## src/rtl/ex_div.sv

```systemverilog
// Iterative radix-2 restoring divider for MIPS DIV/DIVU.
// Produces {remainder, quotient} after 34 cycles, or after 2 cycles for a zero divisor.
module ex_div (
    input  logic        clk,
    input  logic        rst,
    input  logic        signed_div_i,
    input  logic [31:0] opdata1_i,
    input  logic [31:0] opdata2_i,
    input  logic        start_i,
    input  logic        annul_i,
    output logic [63:0] result_o,
    output logic        ready_o
);
    typedef enum logic [1:0] {FREE, BY_ZERO, ON, END} state_t;

    state_t      state;
    logic [5:0]  cnt;
    logic [32:0] rem;
    logic [31:0] dvd;
    logic [31:0] dvs;
    logic        neg_q;
    logic        neg_r;

    logic [31:0] a_abs, b_abs;
    logic [32:0] trial;
    logic [33:0] diff;
    logic [31:0] q_fix, r_fix;

    always_comb begin
        a_abs = (signed_div_i && opdata1_i[31]) ? (~opdata1_i + 32'd1) : opdata1_i;
        b_abs = (signed_div_i && opdata2_i[31]) ? (~opdata2_i + 32'd1) : opdata2_i;
        // Shift {rem, dvd} left by one; the MSB of dvd enters the remainder.
        trial = {rem[31:0], dvd[31]};
        diff  = {1'b0, trial} - {2'b00, dvs};
        q_fix = neg_q ? (~dvd + 32'd1) : dvd;
        r_fix = neg_r ? (~rem[31:0] + 32'd1) : rem[31:0];
    end

    always_ff @(posedge clk) begin
        if (rst) begin
            state    <= FREE;
            cnt      <= 6'd0;
            rem      <= 33'd0;
            dvd      <= 32'd0;
            dvs      <= 32'd0;
            neg_q    <= 1'b0;
            neg_r    <= 1'b0;
            result_o <= 64'd0;
            ready_o  <= 1'b0;
        end else begin
            case (state)
                FREE: begin
                    ready_o  <= 1'b0;
                    result_o <= 64'd0;
                    if (start_i && !annul_i) begin
                        if (opdata2_i == 32'd0) begin
                            state <= BY_ZERO;
                        end else begin
                            state <= ON;
                            cnt   <= 6'd0;
                            rem   <= 33'd0;
                            dvd   <= a_abs;
                            dvs   <= b_abs;
                            neg_q <= signed_div_i && (opdata1_i[31] ^ opdata2_i[31]);
                            neg_r <= signed_div_i && opdata1_i[31];
                        end
                    end
                end
                BY_ZERO: begin
                    if (annul_i) begin
                        state <= FREE;
                    end else begin
                        state    <= END;
                        result_o <= 64'd0;
                        ready_o  <= 1'b1;
                    end
                end
                ON: begin
                    if (annul_i) begin
                        state <= FREE;
                        cnt   <= 6'd0;
                    end else if (cnt != 6'd32) begin
                        // Borrow clear means the divisor fits: keep difference, quotient bit 1.
                        if (!diff[33]) begin
                            rem <= diff[32:0];
                            dvd <= {dvd[30:0], 1'b1};
                        end else begin
                            rem <= trial;
                            dvd <= {dvd[30:0], 1'b0};
                        end
                        cnt <= cnt + 6'd1;
                    end else begin
                        state    <= END;
                        cnt      <= 6'd0;
                        result_o <= {r_fix, q_fix};
                        ready_o  <= 1'b1;
                    end
                end
                END: begin
                    if (annul_i || !start_i) begin
                        state    <= FREE;
                        ready_o  <= 1'b0;
                        result_o <= 64'd0;
                    end
                end
                default: state <= FREE;
            endcase
        end
    end
endmodule

```

## config.mk

```make
export PLATFORM = sky130hd
export DESIGN_NAME = ex_div
export DESIGN_NICKNAME = d
export VERILOG_FILES = /design/src/rtl/ex_div.sv
export SDC_FILE = /design/constraint.sdc
export NUM_CORES = 1
export LEC_CHECK = 0
export CAP_MARGIN = 20
export CORE_MARGIN = 8
export CORE_UTILIZATION = 30
export DETAILED_ROUTE_END_ITERATION = 16
export PLACE_DENSITY_LB_ADDON = 0.3
export SYNTH_ARGS = -nofsm -noshare
export SYNTH_HDL_FRONTEND = slang
export SYNTH_SLANG_ARGS = --single-unit
```

## constraint.sdc

```tcl
create_clock -name clk -period 2.55 [get_ports clk]
set_clock_uncertainty 0.05 [all_clocks]
set_input_delay 0.3825 -clock clk [delete_from_list [all_inputs] [get_ports clk]]
set_output_delay 0.3825 -clock clk [all_outputs]
set_load 0.01 [all_outputs]
```

==> impl_metrics.tcl <==
set metrics [dict create \
    nets 1912 \
    dr_total_vias 11500 \
    slew_viol_final 0 \
    rows 70 \
    async_flop_share_pct 0 \
    required_ns 2.85 \
    finalWorstSetupSlack_ns -0.263 \
    clk_latency_ns 0.44 \
    grt.total_usage_pct 16.2 \
    worstSetupEndpoint "rem[20]" \
    hold_path_class "input pin to flip-flop" \
    place_ws_ns -0.525 \
    p_leak_nw 6.55 \
    yosys.cell_count.top_type "nand2_1" \
    htreeDepth 4 \
    min_period_ns 2.81 \
    portBuffers 133 \
    cts.root.buffer_cell "clkbuf_16" \
    grt_pass1_wl_um 58000 \
    wire_per_inst_um 15.9 \
    violations "negative setup slack" \
    vdd_ir_drop_max_mv 0.447 \
    ys_seq_area_share_pct 31.0 \
    drive_gt1_share_pct 26.0 \
    areaGrowthSynthToFinish_pct 48.9 \
    numCtsBuffers 17 \
    grt_max_degree 49 \
    drt_iter0_markers 664 \
    synth_nets 1558 \
    max-cap-violations 0 \
    synth_common_cells "nand2_1, dfxtp_1, nor2_1, a21oi_1, xnor2_1" \
    ys_seq_elements 171 \
    synth_edf_count 0 \
    syn_area_per_cell_um2 7.65 \
    synthDistinctLibCells 71 \
    final_antenna_net_count 0 \
    hp-start "rst" \
    grt_setup_unrepaired "yes" \
    gp_congestion 0.872 \
    critPathMaxFanout 4 \
    drc 0 \
    die_area_um2 43200 \
    r2r_end "rem[20]" \
    cts.clk_slew.worst_paths_ns 0.07 \
    core_region_area_um2 36400 \
    totalWireLength_um 36200 \
    setup.worst_path.class "flip-flop to flip-flop" \
    io_pins 134 \
    reg2reg_from "dvd[31]" \
    fp.dieH_um 208 \
    antenna_found_initial 0 \
    syn_inst 1445 \
    final_hold_viol_count 0 \
    r2r_setup_slack_ns -0.26 \
    clock.fmax_mhz 355 \
    start_util_pct 30.3 \
    n_antenna_cell 0 \
    tightest_slew_ns 0.778 \
    cp.arrival_ns 3.11 \
    startpoint "dvd[31]" \
    slew_headroom_pct 48.1 \
    finalSetupViolCount 33 \
    cts.sinks 171 \
    netlist_area_um2 11100 \
    synth_top_area_share_pct 31.0 \
    overflow 0 \
    cts_tree "done" \
    drt_first_pass_iters 5 \
    grt_pass1_vias 11200 \
    ys.flop_type "dfxtp_1" \
    synth_top_area_cell "dfxtp_1" \
    crit_path_end_kind "flip-flop" \
    fill_cells 3590 \
    power_density_nw_per_um2 758 \
    yosysWarnings 0 \
    critPathLaunchType "flip-flop" \
    synth.area.top_cells "dfxtp_1, nand2_1, xnor2_1" \
    fin_crit_sh_pct 110 \
    cts_max_path_buffers 2 \
    r2r_cells 14 \
    viasPerCell 5.05 \
    die_w_um 208 \
    status "finished with violations" \
    postLayoutCoreUtil_pct 45.2 \
    dp_hpwl_um 27700 \
]
## cell usage in the layout (no fill, tap or decap), types with 8 or more instances in the layout
master | Yosys | layout
o41ai_1 | 16 | 14
buf_6 | 1 | 9
dfxtp_2 | 0 | 8
buf_4 | 0 | 263
a22oi_1 | 27 | 26
a21oi_1 | 107 | 96
ha_1 | 43 | 30
clkdlybuf4s50_1 | 0 | 125
nor2_1 | 118 | 113
nand4_1 | 29 | 29
a21oi_2 | 0 | 10
o21ai_1 | 15 | 15
or4_4 | 4 | 8
a211oi_1 | 36 | 32
xnor2_1 | 83 | 82
ha_4 | 0 | 9
o311ai_1 | 12 | 11
o21ai_0 | 78 | 70
a21o_1 | 26 | 25
nand3_1 | 31 | 27
nor3_2 | 1 | 10
o31ai_1 | 39 | 34
nand2b_1 | 12 | 12
buf_12 | 0 | 13
nor3_1 | 34 | 22
dfxtp_1 | 171 | 161
inv_1 | 56 | 49
or3_1 | 11 | 9
nand2_1 | 218 | 216
o211ai_1 | 18 | 18
xor2_1 | 69 | 66
clkbuf_16 | 0 | 18
## area by class of cell
type	count	area [µm²]	area share, %
Multi-Input combinational cell	1131	7830	47.6
Timing Repair Buffer	422	3770	22.9
Sequential cell	171	3440	20.9
Tap cell	468	586	3.56
Clock buffer	20	457	2.77
Inverter	56	213	1.29
Clock inverter	12	163	0.988
## cells by family (layout without fill, tap and decap cells)
kind of cell / Yosys count / in the layout / synth area share, %
AOI/OAI and AO/OA: 417 / 417 / 25.1
xor gates and xnor gates: 152 / 152 / 12.0
adders and majority gates: 44 / 44 / 5.05
buffers and inverters: 145 / 510 / 5.15
DFF: 171 / 171 / 31.0
muxes: 3 / 3 / 0.272
and+or+nand+nor: 513 / 515 / 21.4
## through the flow
| stage | hold WS, ns | TNS (ns) | total power, mW | area (µm²) | std cells |
|---|---|---|---|---|---|
| 3_3_place_gp | 0.387 | -40.42 | 8.70 | 14800 | 2215 |
| 4_1_cts | 0.140 | -2.55 | 12.1 | 16000 | 2265 |
| 6_report | 0.156 | -3.71 | 12.5 | 16500 | 2280 |
| 2_1_floorplan | 0.396 | 0 | 6.63 | 11100 | 1445 |
| 5_1_grt | 0.143 | -8.04 | 13.2 | 16500 | 2280 |
| 3_5_place_dp | 0.391 | -40.10 | 8.81 | 14800 | 2216 |
## sequential cells by signal, summed over array words and instances, names as in the netlist
signal,flops
neg_r,1
ready_o,1
result_o,64
dvd,32
cnt,6
rem,32
dvs,32
state,2
neg_q,1
## metal layers
metal  global-route usage [%]  vias up  wire (µm)
li1                         -     5860          -
met1                     22.1     5336      17700
met2                     26.5      276      16500
met3                     2.30       35       1500
met4                     4.04        0        471
met5                        0        -          0
## critical path: stages, from the launching register on
cell	delay, ns
dfxtp_2	0.32
inv_2	0.07
ha_4	0.13
inv_2	0.04
fa_2	0.38
a211oi_2	0.26
o21ai_2	0.12
o211a_1	0.26
a311oi_2	0.30
a21oi_2	0.15
buf_4	0.17
buf_6	0.11
xor2_2	0.14
a21oi_1	0.06
o31ai_1	0.18
## worst min path at each step
stage                              end  slack, ns  cells past startpoint
after floorplan                dvs[31]       0.40                      2
after global placement    result_o[28]       0.39                      2
after detailed placement  result_o[28]       0.39                      2
after CTS                      dvd[30]       0.14                      2
after global routing           dvd[30]       0.14                      2
final                          dvd[30]       0.16                      2
## repair_timing
action	CTS	global route
pin swaps	63	37
gates cloned	3	1
hold buffers	0	0
endpoints found under the setup margin	44	92
setup buffers	17	16
resized for setup	99	69
## where the power goes
group          switching (mW)  total, mW  leakage [nW]  internal (mW)
Clock                    1.16       2.77         0.303           1.61
Sequential              0.294       3.27          1.39           2.97
Combinational            3.47       6.42          4.85           2.96
(Power assumes the default switching activity.)
